`src/rtl/wb_ram_pkg.sv`:
```
// Shared definitions for the Wishbone RAM front-end and its helpers.
//   state_t  : 2-bit controller state encoding (IDLE, RD, RMW, DONE)
//   SEL_FULL : byte-select pattern of a whole-word access
//   idxWidth : word-index width for a RAM of a given depth
package wb_ram_pkg;

  typedef enum logic [1:0] {
    S_IDLE = 2'd0,
    S_RD   = 2'd1,
    S_RMW  = 2'd2,
    S_DONE = 2'd3
  } state_t;

  localparam logic [3:0] SEL_FULL = 4'hF;

  // Never returns 0, so a single-word RAM still gets a 1-bit index.
  function automatic int idxWidth(input int depth);
    return (depth > 1) ? $clog2(depth) : 1;
  endfunction

endpackage

```
`src/rtl/wb_ram_rmw_ctrl_if.sv`:
```
// Wishbone classic bus bundle between a bus master and the RAM front-end.
// Handshake: the master holds cyc and stb high together with adr/dat/sel/we
// until the slave returns a single-cycle ack; the master then either drops
// cyc/stb or presents its next request. For reads, dat_o is valid in the
// ack cycle. A master that drops cyc before the ack abandons the response.
//   master : drives adr/dat_i/sel/we/cyc/stb, receives dat_o/ack
//   slave  : receives adr/dat_i/sel/we/cyc/stb, drives dat_o/ack
interface wb_ram_rmw_ctrl_if #(
  parameter int aw = 32
);
  logic [aw-1:0] wb_adr_i;
  logic [31:0]   wb_dat_i;
  logic [3:0]    wb_sel_i;
  logic          wb_we_i;
  logic          wb_cyc_i;
  logic          wb_stb_i;
  logic [31:0]   wb_dat_o;
  logic          wb_ack_o;

  modport master (
    output wb_adr_i, wb_dat_i, wb_sel_i, wb_we_i, wb_cyc_i, wb_stb_i,
    input  wb_dat_o, wb_ack_o
  );

  modport slave (
    input  wb_adr_i, wb_dat_i, wb_sel_i, wb_we_i, wb_cyc_i, wb_stb_i,
    output wb_dat_o, wb_ack_o
  );
endinterface

```
`src/rtl/wb_ram_byte_merge.sv`:
```
// Combinational 4-lane byte merge: each byte lane takes the new data when its
// select bit is set, otherwise keeps the old data.
//   sel     in  4   per-lane select (1 = take newData)
//   newData in  32  incoming write data
//   oldData in  32  data currently stored
//   merged  out 32  lane-wise merge result
module wb_ram_byte_merge (
  input  logic [3:0]  sel,
  input  logic [31:0] newData,
  input  logic [31:0] oldData,
  output logic [31:0] merged
);

  always_comb begin
    merged = oldData;
    for (int i = 0; i < 4; i++) begin
      if (sel[i]) merged[8*i +: 8] = newData[8*i +: 8];
    end
  end

endmodule

```
`src/rtl/wb_ram_rmw_ctrl.sv`:
```
// Wishbone classic slave in front of the ECC word RAM. Full-word writes go
// straight to the RAM; byte-select writes become read-modify-write so the
// RAM only ever sees whole-word writes; reads return registered data.
//   clk, rst   clock, asynchronous active-high reset
//   bus        Wishbone slave port (adr/dat/sel/we/cyc/stb in, dat/ack out)
//   mem_we     RAM write enables, only 4'h0 or 4'hF
//   mem_din    RAM write data
//   mem_waddr  RAM write word address
//   mem_raddr  RAM read word address
//   mem_dout   RAM read data, valid the cycle after mem_raddr is sampled
//   rmw_count  saturating count of completed RMW writes
//   dbgState   current controller state
module wb_ram_rmw_ctrl
  import wb_ram_pkg::*;
#(
  parameter int depth = 256,
  parameter int aw    = 32,
  parameter int cw    = 16
) (
  input  logic                        clk,
  input  logic                        rst,
  wb_ram_rmw_ctrl_if.slave            bus,
  output logic [3:0]                  mem_we,
  output logic [31:0]                 mem_din,
  output logic [idxWidth(depth)-1:0]  mem_waddr,
  output logic [idxWidth(depth)-1:0]  mem_raddr,
  input  logic [31:0]                 mem_dout,
  output logic [cw-1:0]               rmw_count,
  output state_t                      dbgState
);

  localparam int iw = idxWidth(depth);

  state_t        state, stateNext;
  logic [iw-1:0] adrQ;
  logic [31:0]   datQ;
  logic [3:0]    selQ;
  logic [31:0]   datO;
  logic [cw-1:0] countQ;
  logic [3:0]    memWe;
  logic          ack;
  logic [31:0]   merged;
  logic [aw-1:0] adrFull;
  logic [iw-1:0] reqIdx;
  logic          req;

  // Upper address bits are deliberately ignored, so addresses alias.
  assign adrFull = bus.wb_adr_i;
  assign reqIdx  = adrFull[iw+1:2];
  assign req     = bus.wb_cyc_i & bus.wb_stb_i;

  wb_ram_byte_merge u_merge (
    .sel     (selQ),
    .newData (datQ),
    .oldData (mem_dout),
    .merged  (merged)
  );

  always_ff @(posedge clk or posedge rst) begin
    if (rst) state <= S_IDLE;
    else     state <= stateNext;
  end

  always_ff @(posedge clk or posedge rst) begin
    if (rst) begin
      adrQ <= '0;
      datQ <= '0;
      selQ <= '0;
    end else if (state == S_IDLE && req) begin
      adrQ <= reqIdx;
      datQ <= bus.wb_dat_i;
      selQ <= bus.wb_sel_i;
    end
  end

  always_ff @(posedge clk or posedge rst) begin
    if (rst)                 datO <= '0;
    else if (state == S_RD)  datO <= mem_dout;
  end

  always_ff @(posedge clk or posedge rst) begin
    if (rst)                                    countQ <= '0;
    else if (state == S_RMW && countQ != '1)    countQ <= countQ + 1'b1;
  end

  always_comb begin
    stateNext = state;
    memWe     = 4'h0;
    mem_din   = datQ;
    mem_waddr = adrQ;
    mem_raddr = adrQ;
    ack       = 1'b0;
    case (state)
      S_IDLE: begin
        // Read address follows the bus every IDLE cycle so that the old word
        // is already on mem_dout in the RD or RMW cycle.
        mem_raddr = reqIdx;
        mem_waddr = reqIdx;
        mem_din   = bus.wb_dat_i;
        if (req) begin
          if (bus.wb_we_i) begin
            if (bus.wb_sel_i == SEL_FULL) begin
              memWe     = SEL_FULL;
              stateNext = S_DONE;
            end else if (bus.wb_sel_i == 4'h0) begin
              stateNext = S_DONE;
            end else begin
              stateNext = S_RMW;
            end
          end else begin
            stateNext = S_RD;
          end
        end
      end
      S_RD: stateNext = S_DONE;
      S_RMW: begin
        // Completes even if the master has dropped cyc: the write is atomic.
        memWe     = SEL_FULL;
        mem_din   = merged;
        stateNext = S_DONE;
      end
      S_DONE: begin
        ack       = bus.wb_cyc_i;
        stateNext = S_IDLE;
      end
      default: stateNext = S_IDLE;
    endcase
  end

  // Gate with reset so a write in flight is cancelled the instant rst rises.
  assign mem_we       = rst ? 4'h0 : memWe;
  assign bus.wb_ack_o = ack;
  assign bus.wb_dat_o = datO;
  assign rmw_count    = countQ;
  assign dbgState     = state;

endmodule

```
`src/flat_wrapper.sv`:
```
// flat-port wrapper written by rule: the top's interface ports become plain ports
module wb_ram_rmw_ctrl_flat import wb_ram_pkg::*;
#(
  parameter int depth = 256,
  parameter int aw    = 32,
  parameter int cw    = 16
)
  (clk, rst, mem_we, mem_din, mem_waddr, mem_raddr, mem_dout, rmw_count, dbgState, bus_wb_adr_i, bus_wb_dat_i, bus_wb_sel_i, bus_wb_we_i, bus_wb_cyc_i, bus_wb_stb_i, bus_wb_dat_o, bus_wb_ack_o);
  wb_ram_rmw_ctrl_if #(.aw(aw)) bus_i ();
  input  logic clk;
  input  logic rst;
  output logic [3:0] mem_we;
  output logic [31:0] mem_din;
  output logic [idxWidth(depth)-1:0] mem_waddr;
  output logic [idxWidth(depth)-1:0] mem_raddr;
  input  logic [31:0] mem_dout;
  output logic [cw-1:0] rmw_count;
  output state_t dbgState;
  input wire logic [$bits(bus_i.wb_adr_i)-1:0] bus_wb_adr_i;
  input wire logic [$bits(bus_i.wb_dat_i)-1:0] bus_wb_dat_i;
  input wire logic [$bits(bus_i.wb_sel_i)-1:0] bus_wb_sel_i;
  input wire logic [$bits(bus_i.wb_we_i)-1:0] bus_wb_we_i;
  input wire logic [$bits(bus_i.wb_cyc_i)-1:0] bus_wb_cyc_i;
  input wire logic [$bits(bus_i.wb_stb_i)-1:0] bus_wb_stb_i;
  output wire logic [$bits(bus_i.wb_dat_o)-1:0] bus_wb_dat_o;
  output wire logic [$bits(bus_i.wb_ack_o)-1:0] bus_wb_ack_o;
  assign bus_i.wb_adr_i = bus_wb_adr_i;
  assign bus_i.wb_dat_i = bus_wb_dat_i;
  assign bus_i.wb_sel_i = bus_wb_sel_i;
  assign bus_i.wb_we_i = bus_wb_we_i;
  assign bus_i.wb_cyc_i = bus_wb_cyc_i;
  assign bus_i.wb_stb_i = bus_wb_stb_i;
  assign bus_wb_dat_o = bus_i.wb_dat_o;
  assign bus_wb_ack_o = bus_i.wb_ack_o;
  wb_ram_rmw_ctrl #(.depth(depth), .aw(aw), .cw(cw)) u_core (.clk(clk), .rst(rst), .bus(bus_i), .mem_we(mem_we), .mem_din(mem_din), .mem_waddr(mem_waddr), .mem_raddr(mem_raddr), .mem_dout(mem_dout), .rmw_count(rmw_count), .dbgState(dbgState));
endmodule
```
`config.mk`:
```
export PLATFORM = sky130hd
export DESIGN_NAME = wb_ram_rmw_ctrl_flat
export DESIGN_NICKNAME = d
export VERILOG_FILES = /design/src/rtl/wb_ram_pkg.sv /design/src/rtl/wb_ram_rmw_ctrl_if.sv /design/src/rtl/wb_ram_byte_merge.sv /design/src/rtl/wb_ram_rmw_ctrl.sv /design/src/flat_wrapper.sv
export SDC_FILE = /design/constraint.sdc
export NUM_CORES = 1
export LEC_CHECK = 0
export CORE_MARGIN = 2
export CORE_UTILIZATION = 42
export DETAILED_ROUTE_END_ITERATION = 12
export GPL_ROUTABILITY_DRIVEN = 0
export PLACE_DENSITY = 0.91
export SLEW_MARGIN = 20
export SYNTH_ARGS = -nofsm -noshare
export SYNTH_HDL_FRONTEND = slang
export SYNTH_SLANG_ARGS = --single-unit
```
`constraint.sdc`:
```
create_clock -name clk -period 3.5 [get_ports clk]
set_input_delay 0.7 -clock clk [delete_from_list [all_inputs] [get_ports clk]]
set_output_delay 0.7 -clock clk [all_outputs]
set_load 0.01 [all_outputs]
```
==> results_tabular.tex, run 1 <==
\begin{tabular}{lr}
\hline
Metric & Value \\
\hline
\multicolumn{2}{l}{\textbf{Synth}} \\
Number of enable-type register cells in the synthesized netlist & 0 \\
Synthesized area & $\sim$4500 µm² \\
Area fraction of the dominant cell type after synthesis & 52.2\% \\
Most numerous cell in the Yosys netlist & sky130\_fd\_sc\_hd\_\_dfrtp\_1 \\
Seq cells post-synth & 94 \\
Primary FF master, synth & sky130\_fd\_sc\_hd\_\_dfrtp\_1 \\
Synth top area cells & sky130\_fd\_sc\_hd\_\_dfrtp\_1 52\%, sky130\_fd\_sc\_hd\_\_mux2\_2 22\%, sky130\_fd\_sc\_hd\_\_a222oi\_1 6.9\%, sky130\_fd\_sc\_hd\_\_inv\_1 3.0\%, sky130\_fd\_sc\_hd\_\_buf\_4 1.8\% \\
Share of flip-flops with an asynchronous set or reset after synthesis & 100\% \\
Sequential-to-total area share from yosys stat & 52.2\% \\
Cell count after synthesis & 361 \\
Mapped Avg Cell Area & 12.5 µm² \\
Syn nets & between 400 and 500 \\
Count of unique library cells instantiated by Yosys & 34 \\
Most numerous cell types in the synthesized netlist & 94 x sky130\_fd\_sc\_hd\_\_dfrtp\_1, 88 x sky130\_fd\_sc\_hd\_\_mux2\_2, 36 x sky130\_fd\_sc\_hd\_\_inv\_1, 31 x sky130\_fd\_sc\_hd\_\_a222oi\_1, 11 x sky130\_fd\_sc\_hd\_\_buf\_4 \\
Synth Warn \# & 0 \\
Yosys top cell by area & sky130\_fd\_sc\_hd\_\_dfrtp\_1 \\
\multicolumn{2}{l}{\textbf{Pwr}} \\
Leakage power of the design & roughly 2.9 nW \\
Overall power of the completed layout & about 6.1 mW \\
Pwr/cell area & roughly 900 nW/µm² \\
Peak VDD IR & around 520 µV \\
\multicolumn{2}{l}{\textbf{Floorplan}} \\
Width of the die & between 100 and 150 µm \\
Starting density of the core & between 40\% and 50\% \\
Die area & around 12,000 µm² \\
Core region area & 10,400 µm² \\
Rows & 37 \\
Vertical die dimension & between 100 and 150 µm \\
Boundary Pins & about 210 \\
\multicolumn{2}{l}{\textbf{GRT}} \\
Overflow after GRT & 0 \\
Wire length of the first global-routing pass & slightly below 20,000 µm \\
Via count of the first global-routing pass & slightly below 4,000 \\
Number of antenna violations at the first check in global routing & 0 \\
Global router's overall resource usage & 21.0\% \\
Pin count of the biggest net entering global routing & 57 \\
\multicolumn{2}{l}{\textbf{STA}} \\
RSZ-0062 raised after global routing & no \\
Fmax & $\sim$0.3 GHz \\
Share of the clock period used by the worst path & a little over nine tenths \\
Final Slew Violations & 0 \\
Hold violation count in the final report & 0 \\
Shortest period the worst path allows & 3.32 ns \\
Slew headroom & approximately 41\% \\
Transition time at the pin with the least slew margin & about 0.9 ns \\
Final setup violating endpoints & 0 \\
Setup TNS & 0 ns \\
Post-route clock skew & approximately 0.014 ns \\
\multicolumn{2}{l}{\textbf{Placement}} \\
Detail Placement HPWL & about 9000 µm \\
Number of port buffers & 183 \\
\multicolumn{2}{l}{\textbf{Setup path}} \\
Critical path type & flip-flop to primary output \\
Ordered cell list for the critical path & inv\_1, ha\_2, buf\_4, buf\_4, mux2\_2, clkdlybuf4s50\_1 \\
Kind of end point of the critical path & primary output \\
Library cell contributing the largest single delay on the critical path & sky130\_fd\_sc\_hd\_\_clkdlybuf4s50\_1 \\
Origin of the critical flop-to-flop path & u\_core.dbgState[0] \\
Slack of the worst reg-to-reg path & $\sim$1.3 ns \\
Critical Path Source & u\_core.dbgState[1] \\
Largest incremental delay on the critical path & roughly 0.49 ns \\
Kind of start point of the critical path & flip-flop \\
Most used cell along the critical path & sky130\_fd\_sc\_hd\_\_buf\_4 \\
CP required & 2.80 ns \\
CP delay by family, top & buffers and inverters \\
Crit path DAT & $\sim$2.6 ns \\
Top fanout value on the critical path & 27 \\
Buffers and inverters on the worst path & 4 \\
\multicolumn{2}{l}{\textbf{CTS}} \\
Clock transition at the register clock pins on the worst setup and hold paths after CTS & approximately 0.09 ns \\
Clock Root Buffer & sky130\_fd\_sc\_hd\_\_clkbuf\_8 \\
Setup repair bufs after CTS & 0 \\
Maximum clock insertion buffer count & 2 \\
Number of buffers created by CTS & 9 \\
TritonCTS clock tree & built \\
Clock sink count & 94 \\
CTS H-tree lvls & 3 \\
Clock Latency Late Sink & 0.35 ns \\
\multicolumn{2}{l}{\textbf{Layout}} \\
Diodes inserted & 0 \\
Layout fillers & between 800 and 900 \\
Fraction of final layout cells sized beyond drive strength 1 & between 20 and 25\% \\
Final Net Count & roughly 640 \\
P\&R area growth vs syn & 47.1\% \\
\multicolumn{2}{l}{\textbf{Min path}} \\
HP Start & u\_core.adrQ[2] \\
Hold Crit Class & flip-flop to flip-flop \\
\multicolumn{2}{l}{\textbf{Run status}} \\
Result of the run & completed \\
\multicolumn{2}{l}{\textbf{Drt}} \\
Count of unresolved DRC violations after routing & 0 \\
Routed wire length & around 12,000 µm \\
Routed vias & between 3,000 and 4,000 \\
Violation count after the first detailed-routing iteration & 250 \\
Detailed-route wire length per cell & roughly 18 µm \\
Detail Route Antenna Nets & 0 \\
First-pass DRT Iterations & 5 \\
Vias per Instance & $\sim$5.4 \\
\multicolumn{2}{l}{\textbf{Job}} \\
Number of maximum-capacitance constraint violations & 0 \\
\hline
\end{tabular}
## final timing paths
path | end | cells past startpoint
max | mem_waddr[5] | 6
min | u_core.adrQ[2] | 1
max reg2reg | u_core.rmw_count[15] | 7
min reg2reg | u_core.adrQ[2] | 1
max in group asynchronous | u_core.datQ[27] | 3
min in group asynchronous | u_core.adrQ[3] | 2
## stage by stage
step | instance area (µm²) | instances | util, % | worst slack (ns) | hold WS [ns]
6_report | 6630 | 673 | 63.9 | 0.176 | 0.509
5_1_grt | 6630 | 673 | 63.9 | 0.0195 | 0.519
4_1_cts | 6620 | 673 | 63.9 | 0.0359 | 0.514
3_5_place_dp | 6420 | 657 | 61.9 | 0.358 | 0.492
3_3_place_gp | 6420 | 657 | 61.9 | 0.418 | 0.483
2_1_floorplan | 4510 | 361 | - | 0.351 | 0.475
## layout make-up
class / count / area, µm² / share of cell area, %
sequential: 94 / 2350 / 35.5
tap: 136 / 170 / 2.57
inverter: 36 / 138 / 2.08
timing repair buffer: 188 / 1880 / 28.4
clock inverter: 5 / 56.3 / 0.849
multi-input combinational: 203 / 1890 / 28.5
clock buffer: 11 / 141 / 2.13
## worst register-to-register path, cell delays in order (launching register included)
cell and delay [ns]:
sky130_fd_sc_hd__dfrtp_1 0.44, sky130_fd_sc_hd__inv_1 0.14, sky130_fd_sc_hd__ha_2 0.33, sky130_fd_sc_hd__buf_4 0.18
sky130_fd_sc_hd__nand4_2 0.13, sky130_fd_sc_hd__or4_4 0.58, sky130_fd_sc_hd__nor3_2 0.20, sky130_fd_sc_hd__xor2_1 0.16
## layout by cell type, fill, tap and decap left out, drive strengths merged
master         count
ha                 5
a32oi              1
clkinv             2
o21ai              3
or2                1
mux2              89
bufinv             1
a222oi            31
nand2b             2
buf                5
and3               2
nor3               8
clkdlybuf4s50    183
nor2              10
inv               37
and2               1
xor2               8
nor4               3
nor2b              4
nand4              7
or4                2
clkinvlp           1
a21o               4
clkbuf            11
a22oi              1
nand2              9
nand3              4
dfrtp             94
a21oi              6
xnor2              2
## flip-flops by register name, summed over array words and instances, names as in the netlist
register             cells
u_core.adrQ              8
u_core.rmw_count        16
u_core.bus.wb_dat_o     32
u_core.datQ             32
u_core.selQ              4
u_core.dbgState          2
## routing by layer
| layer | vias up | share of wire [%] | track usage, % |
|---|---|---|---|
| met1 | 1830 | 40 | 25.1 |
| met4 | 0 | 2.0 | 7.97 |
| met3 | 18 | 5.6 | 3.09 |
| li1 | 1651 | - | - |
| met2 | 142 | 52 | 38.1 |
| met5 | - | 0 | 0 |
## cell families after synthesis
family	count (synthesis)	synth area share (%)
AOI/OAI and AO/OA	46	8.91
muxes	89	22.2
and+or+nand+nor	53	6.94
adders and majority gates	5	1.39
xor gates and xnor gates	10	1.94
DFF	94	52.2
buffers and inverters	64	6.39
## report_power, final
part           total (mW)  switching (mW)  internal (mW)
clock network       0.728           0.377          0.351
registers            1.90           0.316           1.58
logic                3.51            1.46           2.05
total                6.13            2.15           3.98
## repair_timing
| item | CTS | global route |
|---|---|---|
| hold buffers | 0 | 0 |
| gates resized for setup | 3 | 2 |
| setup endpoints to repair | 5 | 19 |
| hold endpoints to repair | 0 | 0 |
| pin swaps | 0 | 0 |
Note: power is estimated with default switching activity, not from simulation.
==> inputs of run 2 (changes only) <==
Settings changed: CORE_UTILIZATION 42 to 44, PLACE_DENSITY 0.91 to 0.92, SYNTH_HIERARCHICAL from default to 1.
==> results_tabular.tex, run 2 <==
\begin{tabular}{lr}
\hline
Metric & Value \\
\hline
\multicolumn{2}{l}{\textbf{Setup path}} \\
Slack of the worst reg-to-reg path & 1.00 ns \\
Kind of start point of the critical path & flip-flop \\
Origin of the critical flop-to-flop path & u\_core/dbgState[0] \\
Top fanout value on the critical path & 24 \\
Length in cells of the worst reg-to-reg path & 7 \\
Critical path type & flip-flop to primary output \\
CP required & 2.80 ns \\
Worst reg2reg endpoint & u\_core/rmw\_count[13] \\
Kind of end point of the critical path & primary output \\
Crit path DAT & 2.56 ns \\
\multicolumn{2}{l}{\textbf{Layout}} \\
Register area & around 2400 µm² \\
Fraction of final layout cells sized beyond drive strength 1 & about a quarter \\
Diodes inserted & 0 \\
Area of all placed cells without fillers & 7220 µm² \\
Most common library cell in the layout ignoring fill and taps & sky130\_fd\_sc\_hd\_\_clkdlybuf4s50\_1 \\
Layout fillers & 873 \\
P\&R area growth vs syn & 42.5\% \\
Final core utilization & between 60 and 70\% \\
Area of the multi-input gates & roughly 2500 µm² \\
Final Net Count & a little under 700 \\
Commonest non-fill, non-tap cells in the layout & 183 x sky130\_fd\_sc\_hd\_\_clkdlybuf4s50\_1, 94 x sky130\_fd\_sc\_hd\_\_dfrtp\_1, 85 x sky130\_fd\_sc\_hd\_\_mux2\_2, 72 x sky130\_fd\_sc\_hd\_\_nand2\_1, 33 x sky130\_fd\_sc\_hd\_\_mux2\_4 \\
\multicolumn{2}{l}{\textbf{Floorplan}} \\
Starting density of the core & around 45\% \\
Width of the die & $\sim$110 µm \\
Die area & 12,400 µm² \\
Rows & 39 \\
Vertical die dimension & 111 µm \\
Boundary Pins & $\sim$210 \\
Core region area & about 11,000 µm² \\
\multicolumn{2}{l}{\textbf{GRT}} \\
Number of antenna violations at the first check in global routing & 0 \\
Wire length of the first global-routing pass & between 20,000 and 25,000 µm \\
Overflow after GRT & 0 \\
Via count of the first global-routing pass & 4,375 \\
Global router's overall resource usage & about 22\% \\
Pin count of the biggest net entering global routing & 51 \\
\multicolumn{2}{l}{\textbf{Synth}} \\
Synth Warn \# & 6 \\
Most numerous cell types in the synthesized netlist & 94 x sky130\_fd\_sc\_hd\_\_dfrtp\_1, 85 x sky130\_fd\_sc\_hd\_\_mux2\_2, 72 x sky130\_fd\_sc\_hd\_\_nand2\_1, 33 x sky130\_fd\_sc\_hd\_\_mux2\_4, 32 x sky130\_fd\_sc\_hd\_\_a22oi\_1 \\
Yosys top cell by area & sky130\_fd\_sc\_hd\_\_dfrtp\_1 \\
Syn nets & 530 \\
Sequential-to-total area share from yosys stat & 46.4\% \\
Count of unique library cells instantiated by Yosys & 37 \\
Primary FF master, synth & sky130\_fd\_sc\_hd\_\_dfrtp\_1 \\
Synth top area cells & sky130\_fd\_sc\_hd\_\_dfrtp\_1 46\%, sky130\_fd\_sc\_hd\_\_mux2\_2 19\%, sky130\_fd\_sc\_hd\_\_mux2\_4 9.8\%, sky130\_fd\_sc\_hd\_\_nand2\_1 5.3\%, sky130\_fd\_sc\_hd\_\_a22oi\_1 4.7\% \\
Share of flip-flops with an asynchronous set or reset after synthesis & 100\% \\
Seq cells post-synth & 94 \\
Synthesized area & just over 5000 µm² \\
Area fraction of the dominant cell type after synthesis & between 40\% and 50\% \\
Mapped Avg Cell Area & 12.1 µm² \\
Most numerous cell in the Yosys netlist & sky130\_fd\_sc\_hd\_\_dfrtp\_1 \\
Cell count after synthesis & 420 \\
Number of enable-type register cells in the synthesized netlist & 0 \\
\multicolumn{2}{l}{\textbf{Pwr}} \\
Leakage power of the design & 3.17 nW \\
Pwr/cell area & 966 nW/µm² \\
Peak VDD IR & approximately 540 µV \\
Overall power of the completed layout & $\sim$7 mW \\
\multicolumn{2}{l}{\textbf{Drt}} \\
First-pass DRT Iterations & 4 \\
Routed wire length & 13,500 µm \\
Detail Route Antenna Nets & 0 \\
Violation count after the first detailed-routing iteration & $\sim$130 \\
Vias per Instance & around 5.4 \\
Count of unresolved DRC violations after routing & 0 \\
Detailed-route wire length per cell & roughly 18 µm \\
Routed vias & 3,953 \\
\multicolumn{2}{l}{\textbf{CTS}} \\
Clock transition at the register clock pins on the worst setup and hold paths after CTS & 0.06 ns \\
TritonCTS clock tree & built \\
Number of buffers created by CTS & 9 \\
Setup repair bufs after CTS & 0 \\
Maximum clock insertion buffer count & 2 \\
Clock Root Buffer & sky130\_fd\_sc\_hd\_\_clkbuf\_16 \\
Clock Latency Late Sink & approximately 0.34 ns \\
CTS H-tree lvls & 3 \\
Post-CTS resize count & 0 \\
Post-CTS Hold Fix Bufs & 0 \\
Clock sink count & 94 \\
\multicolumn{2}{l}{\textbf{STA}} \\
Fmax & 0.307 GHz \\
RSZ-0062 raised after global routing & no \\
Final setup margin & between 0.2 and 0.25 ns \\
Setup TNS & 0 ns \\
Transition time at the pin with the least slew margin & about 0.88 ns \\
Shortest period the worst path allows & $\sim$3.3 ns \\
Final setup violating endpoints & 0 \\
Post-route clock skew & between 0.005 and 0.006 ns \\
Share of the clock period used by the worst path & just over 90\% \\
Hold violation count in the final report & 0 \\
Final Slew Violations & 0 \\
Slew headroom & 41.3\% \\
\multicolumn{2}{l}{\textbf{Run status}} \\
Result of the run & completed \\
\multicolumn{2}{l}{\textbf{Placement}} \\
Placed Instance Area & between 6000 and 7000 µm² \\
Number of port buffers & 183 \\
Worst-case setup slack after placement & around 0.33 ns \\
Detail Placement HPWL & approximately 9700 µm \\
\multicolumn{2}{l}{\textbf{Min path}} \\
Hold Crit Class & flip-flop to flip-flop \\
Destination of the worst hold path & u\_core/rmw\_count[15] \\
HP Start & u\_core/rmw\_count[15] \\
Number of cells on the worst hold path & 1 \\
\multicolumn{2}{l}{\textbf{Job}} \\
Number of maximum-capacitance constraint violations & 0 \\
\hline
\end{tabular}
[run 2: cell types whose count changed after synthesis, sizes merged, moves of 5 or more]
cell and delta:
nand2 +63, a22oi +31, clkbuf +5, nor3 -5, a222oi -31, mux2 +29, inv -30
[run 2: cell type report]
| type | instances | area share [%] |
|---|---|---|
| multi-input combinational | 284 | 34.4 |
| tap | 143 | 2.48 |
| sequential | 94 | 32.6 |
| clock buffer | 16 | 3.90 |
| timing repair buffer | 190 | 26.3 |
| inverter | 6 | 0.347 |
[run 2: power breakdown]
group / switching (mW) / internal [mW]
clock network: 0.388 / 0.542
logic: 1.63 / 2.37
registers: 0.458 / 1.59
total: 2.48 / 4.50
[run 2: worst max path at each step]
stage                             from        endpoint
floorplan                          rst  u_core/adrQ[0]
global placement          bus_wb_cyc_i       mem_we[0]
detailed placement        bus_wb_cyc_i       mem_we[0]
CTS                 u_core/dbgState[0]     mem_din[22]
global route        u_core/dbgState[0]     mem_din[22]
finish              u_core/dbgState[0]     mem_din[28]
[run 2: worst max-delay path: stages (launching register included)]
cell and delay [ns]:
sky130_fd_sc_hd__dfrtp_1 0.41, sky130_fd_sc_hd__inv_1 0.13, sky130_fd_sc_hd__ha_2 0.54, sky130_fd_sc_hd__buf_4 0.34, sky130_fd_sc_hd__a22oi_1 0.14, sky130_fd_sc_hd__nand2_1 0.10, sky130_fd_sc_hd__clkdlybuf4s50_1 0.53
[run 2: through the flow]
step                cells  hold WS, ns
floorplan             420        0.475
global placement      717        0.482
detailed placement    717        0.489
CTS                   733        0.501
global route          733        0.517
finish                733        0.501
[run 2: kinds of logic after synthesis]
group           synth area share, %
compound gates                 6.77
xor+xnor                       2.07
fa+ha+maj                      1.23
buf+inv                        4.81
flops                          46.4
mux                            28.7
simple gates                   10.0
[run 2: metal layers]
metal	part of all wire [%]	global-route usage [%]	up-vias
met5	0	0	-
met4	2.3	9.05	0
met3	5.4	5.03	27
met2	53	40.9	134
met1	39	24.0	1982
li1	-	-	1810
==> inputs of run 3 (changes only) <==
Settings changed: ABC_AREA from default to 1, PLACE_DENSITY 0.92 to 0.81.
==> results_tabular.tex, run 3 <==
\begin{tabular}{lr}
\hline
Metric & Value \\
\hline
\multicolumn{2}{l}{\textbf{Drt}} \\
Detail Route Antenna Nets & 0 \\
Detailed-route wire length per cell & approximately 14 µm \\
Routed vias & just under 5,000 \\
Violation count after the first detailed-routing iteration & 290 \\
First-pass DRT Iterations & 4 \\
Count of unresolved DRC violations after routing & 0 \\
Routed wire length & about 14,000 µm \\
Vias per Instance & 4.98 \\
\multicolumn{2}{l}{\textbf{GRT}} \\
Met1 global-route usage & approximately 28\% \\
Pin count of the biggest net entering global routing & a little under 60 \\
Number of antenna violations at the first check in global routing & 0 \\
Overflow after GRT & 0 \\
Global router's overall resource usage & roughly 23\% \\
Wire length of the first global-routing pass & approximately 23,000 µm \\
Global routing's busiest layer & met2 \\
Via count of the first global-routing pass & 4,785 \\
Routing usage on met2 & a little under two fifths \\
Fraction of met3 tracks used by global routing & just under 6\% \\
\multicolumn{2}{l}{\textbf{CTS}} \\
Post-CTS resize count & 0 \\
Post-CTS Hold Fix Bufs & 0 \\
Setup repair bufs after CTS & 0 \\
Clock Root Buffer & sky130\_fd\_sc\_hd\_\_clkbuf\_16 \\
TritonCTS clock tree & built \\
Number of buffers created by CTS & 9 \\
Clock Latency Late Sink & 0.34 ns \\
CTS H-tree lvls & 3 \\
Clock transition at the register clock pins on the worst setup and hold paths after CTS & roughly 0.06 ns \\
Maximum clock insertion buffer count & 2 \\
Clock sink count & 94 \\
\multicolumn{2}{l}{\textbf{Layout}} \\
P\&R area growth vs syn & 41.6\% \\
Diodes inserted & 0 \\
Final Net Count & $\sim$940 \\
Most common library cell in the layout ignoring fill and taps & sky130\_fd\_sc\_hd\_\_nand2\_1 \\
Fraction of final layout cells sized beyond drive strength 1 & approximately 9\% \\
Commonest non-fill, non-tap cells in the layout & 279 x sky130\_fd\_sc\_hd\_\_nand2\_1, 183 x sky130\_fd\_sc\_hd\_\_clkdlybuf4s50\_1, 94 x sky130\_fd\_sc\_hd\_\_dfrtp\_1, 64 x sky130\_fd\_sc\_hd\_\_inv\_1, 34 x sky130\_fd\_sc\_hd\_\_o21ai\_0 \\
Area of all placed cells without fillers & around 7400 µm² \\
\multicolumn{2}{l}{\textbf{Synth}} \\
Area fraction of the dominant cell type after synthesis & between 40\% and 50\% \\
Seq cells post-synth & 94 \\
Most numerous cell in the Yosys netlist & sky130\_fd\_sc\_hd\_\_nand2\_1 \\
Synth top area cells & sky130\_fd\_sc\_hd\_\_dfrtp\_1 45\%, sky130\_fd\_sc\_hd\_\_nand2\_1 20\%, sky130\_fd\_sc\_hd\_\_mux2\_2 6.5\%, sky130\_fd\_sc\_hd\_\_inv\_1 4.7\%, sky130\_fd\_sc\_hd\_\_o211ai\_1 4.6\% \\
Yosys top cell by area & sky130\_fd\_sc\_hd\_\_dfrtp\_1 \\
Sequential-to-total area share from yosys stat & a little under half \\
Count of unique library cells instantiated by Yosys & 27 \\
Mapped Avg Cell Area & just under 8 µm² \\
Synth Warn \# & 6 \\
Primary FF master, synth & sky130\_fd\_sc\_hd\_\_dfrtp\_1 \\
Share of flip-flops with an asynchronous set or reset after synthesis & 100\% \\
Number of enable-type register cells in the synthesized netlist & 0 \\
Most numerous cell types in the synthesized netlist & 279 x sky130\_fd\_sc\_hd\_\_nand2\_1, 94 x sky130\_fd\_sc\_hd\_\_dfrtp\_1, 65 x sky130\_fd\_sc\_hd\_\_inv\_1, 34 x sky130\_fd\_sc\_hd\_\_o21ai\_0, 32 x sky130\_fd\_sc\_hd\_\_o211ai\_1 \\
Cell count after synthesis & 668 \\
Syn nets & just under 800 \\
Synthesized area & a little over 5000 µm² \\
\multicolumn{2}{l}{\textbf{Pwr}} \\
Pwr/cell area & around 900 nW/µm² \\
Overall power of the completed layout & approximately 6.6 mW \\
Part of the power in the clock network & 15.1\% \\
Net switching power & approximately 2.5 mW \\
Peak VDD IR & 613 µV \\
Switching power share of the total & between 30\% and 40\% \\
Part of the total power dissipated in combinational logic & between 50\% and 60\% \\
Fraction of power consumed by sequential logic & between 20\% and 30\% \\
Power Internal & approximately 4.1 mW \\
Leakage power of the design & about 3.4 nW \\
\multicolumn{2}{l}{\textbf{Setup path}} \\
Length in cells of the worst reg-to-reg path & 3 \\
Critical path type & flip-flop to primary output \\
Top fanout value on the critical path & 30 \\
Crit path DAT & roughly 2.6 ns \\
CP required & about 2.8 ns \\
Kind of end point of the critical path & primary output \\
Kind of start point of the critical path & flip-flop \\
\multicolumn{2}{l}{\textbf{STA}} \\
Final worst hold slack & between 0.4 and 0.5 ns \\
Final Slew Violations & 0 \\
Post-route clock skew & about 0.0026 ns \\
Fmax & 0.303 GHz \\
Hold violation count in the final report & 0 \\
Share of the clock period used by the worst path & 94.2\% \\
Final setup violating endpoints & 0 \\
Transition time at the pin with the least slew margin & between 0.8 and 0.9 ns \\
RSZ-0062 raised after global routing & no \\
Slew headroom & about two fifths \\
Shortest period the worst path allows & 3.30 ns \\
Setup TNS & 0 ns \\
\multicolumn{2}{l}{\textbf{Placement}} \\
Placed Instance Area & roughly 7100 µm² \\
Number of port buffers & 183 \\
Detail Placement HPWL & 10,000 µm \\
\multicolumn{2}{l}{\textbf{Run status}} \\
Result of the run & completed \\
\multicolumn{2}{l}{\textbf{Floorplan}} \\
Starting density of the core & roughly 45\% \\
Width of the die & 113 µm \\
Die area & between 10,000 and 15,000 µm² \\
Rows & 39 \\
Vertical die dimension & around 110 µm \\
Boundary Pins & approximately 210 \\
Core region area & approximately 11,000 µm² \\
\multicolumn{2}{l}{\textbf{Job}} \\
Number of maximum-capacitance constraint violations & 0 \\
\multicolumn{2}{l}{\textbf{Min path}} \\
Hold Crit Class & flip-flop to flip-flop \\
Number of cells on the worst hold path & 2 \\
\hline
\end{tabular}
[run 3: power by group through the flow]
| stage | clock network (mW) | registers, mW | logic [mW] |
|---|---|---|---|
| global placement | 0 | 1.92 | 3.63 |
| detailed placement | 0 | 1.94 | 3.68 |
| finish | 0.999 | 1.93 | 3.67 |
| global route | 1.08 | 2.01 | 4.01 |
| CTS | 1.03 | 1.93 | 3.71 |
| floorplan | 0 | 1.94 | 1.93 |
[run 3: layout make-up]
class	count	area, µm²
fillers	987	4110
flip-flops and latches	94	2350
multi-input cells	463	2340
repair buffers	190	1910
inverters	71	269
clock buffers	12	256
well taps	143	179
clock inverters	4	45.0
[run 3: path summary, 6_finish.rpt]
path	from	endpoint	slack (ns)
max	u_core/dbgState[0]	mem_din[12]	0.20
min	u_core/adrQ[1]	u_core/adrQ[1]	0.49
max reg2reg	u_core/dbgState[1]	u_core/bus.wb_dat_o[17]	1.64
min reg2reg	u_core/adrQ[1]	u_core/adrQ[1]	0.49
max in group asynchronous	rst	u_core/datQ[21]	2.06
min in group asynchronous	rst	u_core/bus.wb_dat_o[26]	0.77
[run 3: logic make-up (layout without fill, tap and decap cells)]
kind of cell,count (synthesis),count (layout),synth area share (%)
simple gates,330,330,25.6
buf+inv,111,277,9.85
flops,94,94,45.3
compound gates,92,92,10.5
mux,32,32,6.94
fa+ha+maj,5,5,1.20
xor+xnor,4,4,0.675
[run 3: critical path, stage by stage, from the launching register on]
cell,delay [ns]
sky130_fd_sc_hd__dfrtp_1,0.43
sky130_fd_sc_hd__inv_1,0.11
sky130_fd_sc_hd__ha_1,0.34
sky130_fd_sc_hd__inv_2,0.21
sky130_fd_sc_hd__buf_4,0.30
sky130_fd_sc_hd__o211ai_1,0.23
sky130_fd_sc_hd__clkdlybuf4s50_1,0.61
[run 3: through the flow]
stage / util (%) / instances / worst slack (ns)
2_1_floorplan: - / 668 / 0.351
3_3_place_gp: 61.5 / 961 / 0.384
3_5_place_dp: 61.5 / 961 / 0.278
4_1_cts: 64.1 / 977 / 0.207
5_1_grt: 64.1 / 977 / 0.0691
6_report: 64.1 / 977 / 0.203
[run 3: per-layer routing]
metal  routed length (µm)  vias to the layer above
met5                    0                        -
met4                  293                        0
met3                 1110                       20
met2                 6710                      175
met1                 5790                     2239
li1                     -                     2427
